File: src/rtl/seg_scan_driver_pkg.sv
// seg_scan_driver_pkg: shared segment table and scan_word field layout for the display peripheral
package seg_scan_driver_pkg;

    localparam int ANODE_MSB = 11;
    localparam int ANODE_LSB = 8;
    localparam int DP_BIT    = 7;

    localparam logic [31:0] SCAN_IDLE = 32'h0000_0FFF;

    // Active-low g..a patterns, element n is hex digit n
    localparam logic [15:0][6:0] SEG_AL = {
        7'h0E, 7'h06, 7'h21, 7'h46, 7'h03, 7'h08, 7'h10, 7'h00,
        7'h78, 7'h02, 7'h12, 7'h19, 7'h30, 7'h24, 7'h79, 7'h40
    };

endpackage

File: src/rtl/seg_scan_driver_decode.sv
// hex_seg_decode: nibble to active-low seven-segment pattern
module hex_seg_decode
    import seg_scan_driver_pkg::*;
(
    input  logic [3:0] nib,
    output logic [6:0] seg_n
);

    assign seg_n = SEG_AL[nib];

endmodule

File: src/rtl/seg_scan_driver.sv
// seg_scan_driver: time-multiplexed four-digit hex display scanner with frame-synchronous update
module seg_scan_driver
    import seg_scan_driver_pkg::*;
#(
    parameter int CLK_DIV = 100000
) (
    input  logic        clk,
    input  logic        reset,
    input  logic        wr_en,
    input  logic [15:0] wr_data,
    input  logic [3:0]  dp_mask,
    input  logic        blank_lz,
    output logic [31:0] scan_word,
    output logic        digit_tick
);

    localparam int CW = $clog2(CLK_DIV);

    logic [CW-1:0] cnt_q, cnt_d;
    logic [1:0]    idx_q, idx_d;
    logic [15:0]   shadow_q, shadow_d, disp_q, disp_d;
    logic [31:0]   scan_word_q, scan_word_d, word;
    logic          digit_tick_q, digit_tick_d;
    logic          tc, blank;
    logic [3:0]    nib;
    logic [6:0]    seg_n;
    logic [7:0]    lo;

    assign nib = disp_q[{idx_q, 2'b00} +: 4];

    hex_seg_decode u_dec (.nib(nib), .seg_n(seg_n));

    // Next-state: prescaler, digit index, shadow/display buffering and the registered scan word
    always_comb begin
        tc           = cnt_q == CW'(CLK_DIV - 1);
        cnt_d        = tc ? '0 : cnt_q + CW'(1);
        idx_d        = tc ? idx_q + 2'd1 : idx_q;
        shadow_d     = wr_en ? wr_data : shadow_q;
        disp_d       = (tc && idx_q == 2'd3) ? shadow_d : disp_q;
        blank        = blank_lz && idx_q != 2'd0 && (disp_q >> {idx_q, 2'b00}) == '0;
        lo           = blank ? 8'hFF : {~dp_mask[idx_q], seg_n};
        word         = '0;
        word[ANODE_MSB:ANODE_LSB] = ~(4'b0001 << idx_q);
        word[DP_BIT:0] = lo;
        scan_word_d  = tc ? word : scan_word_q;
        digit_tick_d = tc;
    end

    // State registers with asynchronous reset to a dark display at digit 0
    always_ff @(posedge clk or posedge reset) begin
        if (reset) begin
            cnt_q        <= '0;
            idx_q        <= '0;
            shadow_q     <= '0;
            disp_q       <= '0;
            scan_word_q  <= SCAN_IDLE;
            digit_tick_q <= 1'b0;
        end else begin
            cnt_q        <= cnt_d;
            idx_q        <= idx_d;
            shadow_q     <= shadow_d;
            disp_q       <= disp_d;
            scan_word_q  <= scan_word_d;
            digit_tick_q <= digit_tick_d;
        end
    end

    assign scan_word  = scan_word_q;
    assign digit_tick = digit_tick_q;

endmodule
File: config.mk
export PLATFORM = sky130hd
export DESIGN_NAME = seg_scan_driver
export DESIGN_NICKNAME = d
export VERILOG_FILES = /design/src/rtl/seg_scan_driver_pkg.sv /design/src/rtl/seg_scan_driver_decode.sv /design/src/rtl/seg_scan_driver.sv
export SDC_FILE = /design/constraint.sdc
export NUM_CORES = 1
export LEC_CHECK = 0
export ABC_AREA = 1
export CAP_MARGIN = 20
export CORE_UTILIZATION = 30
export CTS_BUF_LIST = sky130_fd_sc_hd__clkbuf_8
export CTS_CLUSTER_DIAMETER = 80
export CTS_CLUSTER_SIZE = 28
export DETAILED_ROUTE_END_ITERATION = 12
export GPL_ROUTABILITY_DRIVEN = 0
export PLACE_DENSITY = 0.54
export SYNTH_ARGS = -nofsm -noshare
export SYNTH_HDL_FRONTEND = slang
export SYNTH_HIERARCHICAL = 1
export SYNTH_SLANG_ARGS = --single-unit
File: constraint.sdc
create_clock -name clk -period 2.2 [get_ports clk]
set_clock_uncertainty 0.1 [all_clocks]
set_input_delay 0.33 -clock clk [delete_from_list [all_inputs] [get_ports clk]]
set_output_delay 0.33 -clock clk [all_outputs]
set_load 0.02 [all_outputs]
==> summary.md <==
| Metric | Value |
|---|---|
| Delay-heaviest family, CP | `simple AND/OR/NAND/NOR gates` |
| CTS tree | `yes` |
| P per Cell Area | `roughly 570 mW/mm^2` |
| Main synth FF type | `dfrtp_1` |
| TritonCTS buffer count | `9` |
| Sw power | `about 0.57 mW` |
| # IOs | `57` |
| DP Area | `0.003946 sq mm` |
| Row count | `39` |
| Power Internal | `approximately 1.8 mW` |
| Final Hold Fails | `0` |
| CTS Buffer Depth | `2` |
| Largest net degree at the start of global routing | `between 60 and 70` |
| Layout cell share with drive strength beyond 1 | `10.00%` |
| Flop pwr share | `around 50%` |
| Tcrit/Tclk final | `roughly nine tenths` |
| Synthesized cell area | `around 0.0035 sq mm` |
| Final slew viol count | `0` |
| Layout Utilization | `around 36%` |
| P&R area growth vs syn | `18.24%` |
| Sequential area share after synthesis | `46.13%` |
| Combinational Power Share | `between 6 and 7%` |
| DRT iter0 DRCs | `around 140` |
| Vias in the first global route | `2772` |
| Starting Density | `a little under a third` |
| Met1 wire length | `roughly 3.5 mm` |
| CP required | `2370 ps` |
| CP peak stage delay | `between 300 and 400 ps` |
| Setup TNS | `0 ps` |
| Critical Path Stages | `12` |
| Routed Antenna Nets | `0` |
| Clock-pin slew on the worst setup and hold paths | `approximately 80 ps` |
| Nets | `531` |
| Global-route usage over all layers | `13.99%` |
| Die Ht | `110.1 um` |
| Vias | `between 2000 and 3000` |
| Async set or reset register ratio after synthesis | `100.0%` |
| Wirelength per Cell | `around 11 um` |
| Register Area | `around 0.0016 sq mm` |
| Final Power | `between 2 and 2.5 mW` |
| CP Max Fanout | `13` |
| Uppermost layer routed | `met4` |
| Final Worst Setup Slack | `around 210 ps` |
| Cell mode on critical path | `nand2_1` |
| Met3 wire len | `271 um` |
| Post-Layout Cell Count | `~640` |
| # setup viols final | `0` |
| Synth cell types | `30` |
| Routed wire length | `roughly 7.4 mm` |
| Slowest-stage cell, CP | `dfrtp_1` |
| 1st-pass router iterations | `4` |
| Grt ovf | `0` |
| Peak VDD IR | `0.2680 mV` |
| Hold buffer count at cts | `0` |
| Status | `finished, final reports clean` |
| Vias per cell | `around 4.3` |
| Unrepaired setup endpoints after global routing | `no` |
| Global-route wire length before repair | `12.88 mm` |
| Met2 routed WL | `around 3.5 mm` |
| Sink Count | `64` |
| Die Wd | `approximately 110 um` |
| Commonest non-fill, non-tap cell in the layout | `nand2_1` |
| I/O Buffers | `36` |
| Number of synthesis warnings | `6` |
| Syn_area_per_cell | `between 7 and 8 sq um` |
| Clock latency on the worst-skew pair | `approximately 350 ps` |
| Worst Reg-to-Reg Cells | `12` |
| # DRC | `0` |
| Initial antenna violation count | `0` |
| Sw frac | `23.91%` |
| Area of the multi-input gates | `0.001504 sq mm` |
| Critical Path Sink Type | `flip-flop` |
| Htree depth | `3` |
| Root buf cell | `clkbuf_8` |
| Final instance area | `between 0.004 and 0.005 sq mm` |
| Max-cap viol count | `0` |
| Syn Inst Count | `about 450` |
| Worst Hold Slack | `266.3 ps` |
| Diodes inserted | `0` |
| Worst Setup Start Kind | `flip-flop` |
| WS Path Type | `reg2reg` |
| CP arrival | `about 2200 ps` |
| Synth Register Bits | `64` |
| Clock power share | `a little over two fifths` |
| EDFF count, synth | `0` |
| Cell Chain, Critical Path | `buf_4 > nand2_1 > nand3_1 > nand2_1 > inv_1 > inv_1 > ha_1 > nand2_1 > nand3_1 > nand2_1 > nor2_1 > a21oi_1` |
| Leak Pwr | `approximately 2.2 nW` |
| Core Box Area | `0.01142 sq mm` |
| CP bufs+invs | `3` |
| Final worst path period need | `1991 ps` |
| Worst hold path type | `in2async` |
| Post-DP HPWL | `roughly 5.3 mm` |
| Dpl ws | `between 200 and 250 ps` |
| Cells after DPL | `~630` |
| Leading cell types in the layout, fill and taps excluded | `nand2_1, inv_1, dfrtp_1` |
| Die ar. | `~0.012 sq mm` |
| Filler instances | `between 1000 and 1500` |
| Fmax | `roughly 0.50 GHz` |
## synthesized netlist by cell type, types with 2 or more instances
cell type	instances	area (sq um)
a21oi_1	12	60.06
buf_2	4	20.02
buf_4	22	165.2
buf_6	4	45.04
clkbuf_1	3	11.26
dfrtp_1	52	1301
dfstp_2	12	315.3
ha_1	12	150.1
inv_1	55	206.5
inv_2	2	7.510
nand2_1	161	604.3
nand2_2	2	12.51
nand3_1	31	155.2
nand4_1	4	25.02
nor2_1	35	131.4
nor3_1	6	30.03
o21ai_0	14	70.07
o21ai_2	4	35.03
xor2_1	8	70.07
## worst paths after layout
kind	startpoint	to	slack (ps)
max	idx_q[0]$_DFFE_PP0P_	scan_word[3]$_DFFE_PP1P_	210
min	reset	idx_q[1]$_DFFE_PP0P_	270
max reg2reg	idx_q[0]$_DFFE_PP0P_	scan_word[3]$_DFFE_PP1P_	210
min reg2reg	shadow_q[4]$_DFF_PP0_	shadow_q[4]$_DFF_PP0_	370
max in group asynchronous	reset	scan_word[11]$_DFFE_PP1P_	1400
min in group clk	shadow_q[4]$_DFF_PP0_	shadow_q[4]$_DFF_PP0_	370
## timing repair
action	CTS	global route
setup endpoints to repair	0	3
gates resized for setup	0	1
buffers inserted	0	0
## power groups by stage
stage | Combinational (mW) | Clock [mW] | Sequential [mW]
final | 0.151 | 1.01 | 1.21
after global routing | 0.172 | 1.11 | 1.21
after CTS | 0.155 | 1.06 | 1.21
after detailed placement | 0.155 | 0 | 1.23
after global placement | 0.153 | 0 | 1.23
after floorplan | 0.112 | 0 | 1.23
## tightest hold or removal path, cell delays in order
cell and delay, ps:
clkdlybuf4s50_1 410, inv_2 70, buf_12 300
## sequential cells by signal, indices dropped and copies added, names as in the netlist
register	cells
idx_q	2
shadow_q	16
digit_tick	1
cnt_q	17
disp_q	16
scan_word	12
## metal layers
metal | vias up | global-route usage [%]
li1 | 1435 | -
met1 | 1234 | 16.74
met2 | 63 | 23.53
met3 | 14 | 3.645
met4 | 0 | 6.286
met5 | - | 0
## cell families (layout without fill, tap and decap cells)
group,Yosys count,after routing,share of synthesized area (%)
buf+inv,90,117,13.00
flops,64,64,46.13
compound gates,33,33,5.427
simple gates,245,245,28.81
xor+xnor,9,9,2.249
fa+ha+maj,12,12,4.284
other cells,1,20,0.1070
## layout make-up
cell class	count	area share, %
sequential	64	39.01
multi-input combinational	319	36.29
timing repair buffer	44	10.45
inverter	57	5.163
tap	143	4.318
clock buffer	10	3.321
clock inverter	6	1.449
(Power assumes the default switching activity.)
